[config.mk]
export PLATFORM = sky130hd
export DESIGN_NAME = rs232_command_parser
export DESIGN_NICKNAME = d
export VERILOG_FILES = /design/src/rtl/rs232_cmd_pkg.sv /design/src/rtl/rs232_gap_timer.sv /design/src/rtl/rs232_command_parser.sv
export SDC_FILE = /design/constraint.sdc
export NUM_CORES = 1
export LEC_CHECK = 0
export BUFFER_PORTS_ARGS = -buffer_cell sky130_fd_sc_hd__buf_2
export CORE_ASPECT_RATIO = 1.1
export CORE_MARGIN = 3
export CORE_UTILIZATION = 33
export DETAILED_ROUTE_END_ITERATION = 8
export GPL_ROUTABILITY_DRIVEN = 1
export PLACE_DENSITY = 0.62
export REMOVE_ABC_BUFFERS = 1
export SYNTH_ARGS = -nofsm -noshare
export SYNTH_HDL_FRONTEND = slang
export SYNTH_SLANG_ARGS = --single-unit
[constraint.sdc]
create_clock -name clock_4x -period 9.7 [get_ports clock_4x]
set_clock_uncertainty 0.15 [all_clocks]
set_input_delay 0.97 -clock clock_4x [delete_from_list [all_inputs] [get_ports clock_4x]]
set_output_delay 0.97 -clock clock_4x [all_outputs]
set_load 0.02 [all_outputs]
[src/rtl/rs232_cmd_pkg.sv]
// rs232_cmd_pkg: shared FSM encoding, error codes and default sync byte for the command parser.
// GET_CHK exists only when RS232_CMD_CHECKSUM_EN is defined.
package rs232_cmd_pkg;
    typedef enum logic [2:0] {
        HUNT,
        GET_ID,
        GET_LEN,
        GET_PAYLOAD,
`ifdef RS232_CMD_CHECKSUM_EN
        GET_CHK,
`endif
        HOLD
    } state_t;
    localparam logic [1:0] ERR_LEN = 2'd1;
    localparam logic [1:0] ERR_CHK = 2'd2;
    localparam logic [1:0] ERR_TIMEOUT = 2'd3;
    localparam logic [7:0] DEFAULT_SYNC_BYTE = 8'hA5;
endpackage

[src/rtl/rs232_gap_timer.sv]
// rs232_gap_timer: counts clock_4x cycles since the last received byte; expired is high on the
// cycle whose edge would bring the count to TIMEOUT_CYCLES, so the error lands exactly on it.
module rs232_gap_timer #(
    parameter logic [15:0] TIMEOUT_CYCLES = 16'd2000
) (
    input  logic clock_4x,
    input  logic reset,
    input  logic clear,
    input  logic enable,
    output logic expired
);
    logic [15:0] count;
    always_ff @(posedge clock_4x or posedge reset)
        if (reset)
            count <= '0;
        else if (clear)
            count <= '0;
        else if (enable)
            count <= count + 16'd1;
    assign expired = enable && !clear && count == TIMEOUT_CYCLES - 16'd1;
endmodule

[src/rtl/rs232_command_parser.sv]
// rs232_command_parser: frames SYNC/ID/LEN/payload byte streams into commands with a ready/valid hand-off.
// Define RS232_CMD_CHECKSUM_EN to require a trailing XOR checksum byte.
module rs232_command_parser
    import rs232_cmd_pkg::*;
#(
    parameter int MAX_PAYLOAD = 12,
    parameter logic [7:0] SYNC_BYTE = DEFAULT_SYNC_BYTE,
    parameter logic [15:0] TIMEOUT_CYCLES = 16'd2000
) (
    input  logic                     clock_4x,
    input  logic                     reset,
    input  logic [7:0]               rx_byte,
    input  logic                     rx_valid,
    output logic [7:0]               cmd_id,
    output logic [3:0]               cmd_len,
    output logic [MAX_PAYLOAD*8-1:0] cmd_payload,
    output logic                     cmd_valid,
    input  logic                     cmd_ready,
    output logic                     cmd_error,
    output logic [1:0]               error_code,
    output logic                     overrun
);
    state_t state;
    logic [7:0] pay [MAX_PAYLOAD];
    logic [3:0] idx;
    logic expired;
    logic gap_enable;
    logic gap_clear;
    logic sync_seen;
`ifdef RS232_CMD_CHECKSUM_EN
    localparam state_t AFTER_PAYLOAD = GET_CHK;
    localparam logic END_VALID = 1'b0;
    logic [7:0] chk;
    // GET_ID reseeds the running XOR, so stray updates in other states are harmless
    always_ff @(posedge clock_4x or posedge reset)
        if (reset)
            chk <= '0;
        else if (rx_valid)
            chk <= (state == GET_ID) ? rx_byte : chk ^ rx_byte;
`else
    localparam state_t AFTER_PAYLOAD = HOLD;
    localparam logic END_VALID = 1'b1;
`endif
    assign gap_enable = state != HUNT && state != HOLD;
    assign gap_clear = rx_valid || !gap_enable;
    assign sync_seen = rx_valid && rx_byte == SYNC_BYTE;
    rs232_gap_timer #(.TIMEOUT_CYCLES(TIMEOUT_CYCLES)) u_gap (
        .clock_4x(clock_4x),
        .reset(reset),
        .clear(gap_clear),
        .enable(gap_enable),
        .expired(expired)
    );
    for (genvar i = 0; i < MAX_PAYLOAD; i++) begin : g_pack
        assign cmd_payload[MAX_PAYLOAD*8-1-8*i -: 8] = pay[i];
    end
    always_ff @(posedge clock_4x or posedge reset)
        if (reset) begin
            state <= HUNT;
            cmd_valid <= 1'b0;
            cmd_error <= 1'b0;
            overrun <= 1'b0;
            cmd_id <= '0;
            cmd_len <= '0;
            error_code <= '0;
            idx <= '0;
            pay <= '{default: '0};
        end else begin
            cmd_error <= 1'b0;
            if (expired) begin
                cmd_error <= 1'b1;
                error_code <= ERR_TIMEOUT;
                state <= HUNT;
            end else begin
                case (state)
                    HUNT: if (sync_seen) begin
                        state <= GET_ID;
                        pay <= '{default: '0};
                    end
                    GET_ID: if (rx_valid) begin
                        cmd_id <= rx_byte;
                        state <= GET_LEN;
                    end
                    GET_LEN: if (rx_valid) begin
                        cmd_len <= rx_byte[3:0];
                        idx <= '0;
                        if (rx_byte > 8'(MAX_PAYLOAD)) begin
                            cmd_error <= 1'b1;
                            error_code <= ERR_LEN;
                            state <= HUNT;
                        end else if (rx_byte == 8'd0) begin
                            state <= AFTER_PAYLOAD;
                            cmd_valid <= END_VALID;
                        end else
                            state <= GET_PAYLOAD;
                    end
                    GET_PAYLOAD: if (rx_valid) begin
                        pay[idx] <= rx_byte;
                        idx <= idx + 4'd1;
                        if (idx + 4'd1 == cmd_len) begin
                            state <= AFTER_PAYLOAD;
                            cmd_valid <= END_VALID;
                        end
                    end
`ifdef RS232_CMD_CHECKSUM_EN
                    GET_CHK: if (rx_valid) begin
                        if (rx_byte == chk) begin
                            state <= HOLD;
                            cmd_valid <= 1'b1;
                        end else begin
                            cmd_error <= 1'b1;
                            error_code <= ERR_CHK;
                            state <= HUNT;
                        end
                    end
`endif
                    // a byte arriving with acceptance is treated as the first HUNT byte
                    HOLD: if (cmd_ready) begin
                        cmd_valid <= 1'b0;
                        overrun <= 1'b0;
                        state <= sync_seen ? GET_ID : HUNT;
                        if (sync_seen)
                            pay <= '{default: '0};
                    end else if (rx_valid)
                        overrun <= 1'b1;
                    default: state <= HUNT;
                endcase
            end
        end
endmodule

==> results of run 1 <==
path summary, 6_finish.rpt:
| kind | to | slack, ps | start | cells after the start |
|---|---|---|---|---|
| max | cmd_payload[56]$_DFFE_PP0P_ | 7140 | state[0]$_DFFE_PP0P_ | 5 |
| min | u_gap.count[0]$_DFFE_PP0P_ | 310 | u_gap.count[0]$_DFFE_PP0P_ | 1 |
| max reg2reg | cmd_payload[56]$_DFFE_PP0P_ | 7140 | state[0]$_DFFE_PP0P_ | 5 |
| min reg2reg | u_gap.count[0]$_DFFE_PP0P_ | 310 | u_gap.count[0]$_DFFE_PP0P_ | 1 |
| max in group asynchronous | cmd_payload[7]$_DFFE_PP0P_ | 7610 | reset | 3 |
| min in group asynchronous | cmd_payload[79]$_DFFE_PP0P_ | 450 | reset | 2 |
logic make-up after synthesis:
| kind of cell | after synthesis |
|---|---|
| AO/OA/AOI/OAI | 129 |
| buffers and inverters | 34 |
| flip-flops | 136 |
| XOR/XNOR | 17 |
| AND/OR/NAND/NOR | 121 |
| adder cells (fa/ha/maj) | 5 |
| multiplexers | 12 |
layout make-up:
cell class | count | share of cell area, %
tap | 204 | 3.63
clock buffer | 22 | 6.88
sequential | 136 | 48.4
clock inverter | 10 | 2.03
timing repair buffer | 126 | 9.04
multi-input combinational | 284 | 29.5
inverter | 8 | 0.498
worst reg2reg max path, stage by stage (launching register included):
cell,delay [ps]
dfrtp_1,550
and3b_1,710
and2_1,290
a21o_4,310
o21ai_2,210
a22o_1,230
sequential cells by signal (all words and copies together) (netlist names), 2 cells and up:
| signal | flops |
|---|---|
| cmd_id | 8 |
| cmd_len | 4 |
| cmd_payload | 96 |
| error_code | 2 |
| idx | 4 |
| state | 3 |
| u_gap.count | 16 |
placed cells by master (no fill, tap or decap), types with 4 or more instances in the layout:
master	count
nand3_1	13
nor3b_1	4
a22o_1	49
a32o_1	6
clkbuf_16	17
clkbuf_8	4
nand4_1	4
o21ai_0	8
xor2_1	5
nor2_1	21
inv_1	7
mux2_2	12
nand2_1	33
a21oi_1	5
or3_1	4
and3b_1	5
clkinvlp_4	4
dfrtp_1	136
o2bb2ai_1	42
xnor2_1	12
and3_1	9
ha_1	5
o21ai_2	6
nand2_2	6
buf_2	124
routing by layer:
layer  up-vias  GRT usage (%)  wire, um
met1      2181           22.3      6860
met2       116           26.7      7400
met5         -              0        13
met3        17           5.91      1110
li1       1942              -         -
met4         2           6.39       192
report_power, final:
part	leakage [nW]	switching, mW	internal (mW)	total [mW]
registers	1.88	0.00317	0.572	0.575
logic	1.28	0.0319	0.0108	0.0427
clock network	0.295	0.244	0.432	0.675
total	3.46	0.279	1.01	1.29
==> flow_summary.ini, run 1 <==
[clock_tree]
post_cts_buffers = 0
cts.sink_count = 136
cts_buffer_depth = 2
h-tree-depth = 4
clk_pin_slew_ps = 60
ctsHoldBuffers = 0
numCtsBuffers = 17
clk_latency_ps = 430
cts_tree = done
cts_resized = 0
cts_root_buf = clkbuf_16

[place]
place.gp.congestion = 0.767
place_hpwl_um = 10700
placed_area_mm2 = 0.00641
dp.cells = 758
place_ws_ps = 6690
io_buffers = 124

[synth]
yosysMostFrequentCell = dfrtp_1
yosys.area_share.adder_pct = 1.11
syn_area_mm2 = 0.00563
synth_top_area_share_pct = 60.5
synth-edff-count = 0
synth-compound-area-share_pct = 19.3
async_flop_share_pct = 100
syn_inst = 454
synth_largest_area_cell = dfrtp_1
synth_seq_cells = 136
ys_top_cells_by_count = 136 x dfrtp_1, 49 x a22o_1, 42 x o2bb2ai_1
synthTopCellsByArea = dfrtp_1 60%, a22o_1 7.6%, o2bb2ai_1 6.5%, mux2_2 2.4%, nand2_1 2.2%
ys_seq_area_share_pct = 60.5
synth.distinct_cells = 47
yosys.area_share.simple_pct = 11.4
synth.area.mux_share_pct = 2.40
synth_top_family_by_area = compound AO/OA/AOI/OAI gates
synth-xor-area-share_pct = 2.65
avgSynthCellArea_um2 = 12.4
yosysWarnings = 0
synthFlopType = dfrtp_1

[flow_run]
drv_cap = 0

[final_layout]
final_layout_size_suffix_gt1_share_pct = 32.3
fin_util_pct = 42.5
finalNonFillerCells = 790
nNetsFinal = 590
syn2layout_area_growth_pct = 25.0
fillers = 1565
multi_input_area_mm2 = 0.00208
ff_latch_area_mm2 = 0.00340
antenna-diode-count = 0
fin_area_mm2 = 0.00703

[floorplanning]
die_w_um = 130
core-area_mm2 = 0.0166
die_area_mm2 = 0.0187
rows = 49
initial_core_util_pct = 34.0
io_pins = 125
die_y_um = 143

[global_route]
grt_first_pass_wirelength_um = 24600
antenna_found_initial = 1
gr-total-overflow = 0
grt_max_degree = 73
grt_pass1_vias = 4371
grt_use_total_pct = 17.2

[timing]
fin_setup_tns_ps = 0
max_freq_ghz = 0.391
period_minus_slack_ps = 2560
hold_viol = 0
worst_pin_slew_ps = 967
setup_ws_ps = 7140
holdWs_ps = 307
setup_viol = 0
period_share_pct = 26.4
drv_slew = 0
slew_headroom_pct = 35.3
rsz0062_at_grt = false

[setup_path]
crit_fanout = 24
required_ps = 9850
critPathKind = flop to flop
crit_path_start_kind = flop
critPathTopFamily = simple AND/OR/NAND/NOR gates
crit_path_end_kind = flop
cpPeakStageDelay_ps = 710
path_buf_inv = 0
cp.arrival_ps = 2710
slowest_stage = and3b_1
worstPathCellList = and3b_1 > and2_1 > a21o_4 > o21ai_2 > a22o_1

[detailed_routing]
route.final.wire_length_um = 15600
firstDrtPassIters = 5
vias = 4258
vias_per_cell = 5.39
ant_nets = 0
drc_errors = 0
wl_per_cell_um = 19.7
drt_iter0_drc = 252

[power_and_ir_drop]
irDropWorstVdd_uv = 127
p_per_area_mw_per_mm2 = 184
leakagePower_nw = 3.46
total_power_mw = 1.29

[worst_hold_path]
hold_path.class = flop to flop

[run_status]
outcome = finished, final reports clean
No activity file was read; power rests on OpenSTA's default activity.
==> inputs of run 2 (changes only) <==
==> constraint.sdc (replaced) <==
create_clock -name clock_4x -period 2.54 [get_ports clock_4x]
set_clock_uncertainty 0.15 [all_clocks]
set_input_delay 0.254 -clock clock_4x [delete_from_list [all_inputs] [get_ports clock_4x]]
set_output_delay 0.254 -clock clock_4x [all_outputs]
set_load 0.02 [all_outputs]
==> run 2 against run 1 <==
Total power rose to 3.7 times the previous value. Sequential power increased to 3.8 times the previous value. Global-route usage is 0.11 points higher. Cell area rose by 1.5%. Worst setup slack got worse by 6800 ps. Cell count grew 2.0%. Sequential share of layout area down 0.70 points. Via count up 0.23%. Critical endpoint is now cmd_payload[44]$_DFFE_PP0P_. Register-to-register slack worse by 6800 ps.
==> flow_summary.ini, run 2 (synthesis results as in run 1) <==
[clock_tree]
cts_resized = 0
cts.sink_count = 136
cts_tree = done
ctsHoldBuffers = 2
numCtsBuffers = 17
cts_buffer_depth = 2
post_cts_buffers = 0
clk_pin_slew_ps = 60
cts_root_buf = clkbuf_16
clk_latency_ps = 420
h-tree-depth = 4

[power_and_ir_drop]
power.internal_mw = 3.70
leakagePower_nw = 3.53
p_per_area_mw_per_mm2 = 676
switching_share_pct = 23.3
clock_power_share_pct = 50.7
combPwrFrac_pct = 3.8
pwr-share-seq_pct = 45.5
p_sw_mw = 1.12
irDropWorstVdd_uv = 434
total_power_mw = 4.82

[final_layout]
finalNonFillerCells = 806
fin_area_mm2 = 0.00714
largest_reg_flops = 96
antenna-diode-count = 0
layout_commonest_cell = dfrtp_1
fin_util_pct = 43.1
layout.cells.most_common_list = 136 x dfrtp_1, 124 x buf_2, 49 x a22o_1, 42 x o2bb2ai_1, 33 x nand2_1
final_layout_size_suffix_gt1_share_pct = 33.9
nNetsFinal = 606
syn2layout_area_growth_pct = 26.8
fillers = 1560

[timing]
worst_pin_slew_ps = 456
setup_viol = 0
fin_setup_tns_ps = 0
rsz0062_at_grt = false
slew_headroom_pct = 69.6
setup_ws_ps = 301
period_share_pct = 88.2
holdWs_ps = 16.5
drv_slew = 0
hold_viol = 0
period_minus_slack_ps = 2240
max_freq_ghz = 0.447

[detailed_routing]
route.final.wire_length_um = 15800
vias_per_cell = 5.30
drt_iter0_drc = 271
firstDrtPassIters = 4
ant_nets = 0
wl_per_cell_um = 19.5
vias = 4268
drc_errors = 0

[global_route]
gr-total-overflow = 0
grt_first_pass_wirelength_um = 24900
grt_max_degree = 65
grt_use_total_pct = 17.3
grt_pass1_vias = 4431
antenna_found_initial = 0

[setup_path]
cpPeakStageDelay_ps = 510
slowest_stage = or4_1
critPathKind = flop to flop
crit_path_end_kind = flop
r2r_cells = 5
required_ps = 2700
crit_path_start_kind = flop
worstPathCellList = or4_1 > nor3_2 > a21o_4 > nand2_2 > a32o_1
regToRegSetupSlack_ps = 300
cp.arrival_ps = 2400
r2r-end = cmd_payload[44]$_DFFE_PP0P_
crit_fanout = 24
r2r_start = state[1]$_DFFE_PP0P_

[floorplanning]
die_y_um = 143
die_area_mm2 = 0.0187
initial_core_util_pct = 34.0
rows = 49
io_pins = 125
die_w_um = 130
core-area_mm2 = 0.0166

[place]
place.gp.congestion = 0.810
place_ws_ps = 312
io_buffers = 124
placed_area_mm2 = 0.00652
place_hpwl_um = 11100
dp.cells = 772

[run_status]
outcome = finished, final reports clean

[worst_hold_path]
hold_path_end = cmd_payload[6]$_DFFE_PP0P_
whs_path_depth = 2
hp-start = rx_byte[6]
hold_path.class = primary input to flop

[flow_run]
drv_cap = 0
-- run 2: cell count changes in the layout (fill, tap and decap cells not counted), moves of 2 or more --
cell           change
inv_6              +4
clkinv_4           +2
clkbuf_8           -4
clkinvlp_4         -2
buf_4             +13
dlygate4sd3_1      +2
-- run 2: per-layer routing --
metal  routed length, um  track usage, %
met1                7010            22.8
met2                7480            27.3
met3                1080            5.80
met4                 189            4.98
met5                   0               0
-- run 2: cell type report --
type / count / area (um2) / area share, %
Clock buffer: 17 / 425 / 5.96
Clock inverter: 15 / 166 / 2.33
Inverter: 8 / 35.0 / 0.491
Multi-Input combinational cell: 284 / 2080 / 29.1
Sequential cell: 136 / 3400 / 47.7
Tap cell: 204 / 255 / 3.58
Timing Repair Buffer: 142 / 773 / 10.8
-- run 2: worst max-delay path by stage --
| stage | cells after the start | endpoint | start | slack, ps |
|---|---|---|---|---|
| 3_3_place_gp | 5 | cmd_payload[32]$_DFFE_PP0P_ | state[1]$_DFFE_PP0P_ | 380 |
| 6_report | 5 | cmd_payload[44]$_DFFE_PP0P_ | state[1]$_DFFE_PP0P_ | 300 |
| 4_1_cts | 5 | cmd_payload[7]$_DFFE_PP0P_ | state[1]$_DFFE_PP0P_ | 290 |
| 2_1_floorplan | 1 | cmd_error$_DFF_PP0_ | reset | -1500 |
| 5_1_grt | 5 | cmd_payload[42]$_DFFE_PP0P_ | state[1]$_DFFE_PP0P_ | 180 |
| 3_5_place_dp | 5 | cmd_payload[7]$_DFFE_PP0P_ | state[1]$_DFFE_PP0P_ | 310 |
-- run 2: critical path, delay by kind of cell (launching register included) --
family          cells  cell delay, ps
flops               1             460
compound gates      2             620
simple gates        3             890
-- run 2: power by group through the flow --
stage / clock [mW] / combinational [mW] / sequential, mW
2_1_floorplan: 0 / 0.0610 / 2.26
3_3_place_gp: 0 / 0.181 / 2.23
3_5_place_dp: 0 / 0.184 / 2.24
4_1_cts: 2.50 / 0.187 / 2.20
5_1_grt: 2.60 / 0.199 / 2.20
6_report: 2.45 / 0.181 / 2.20
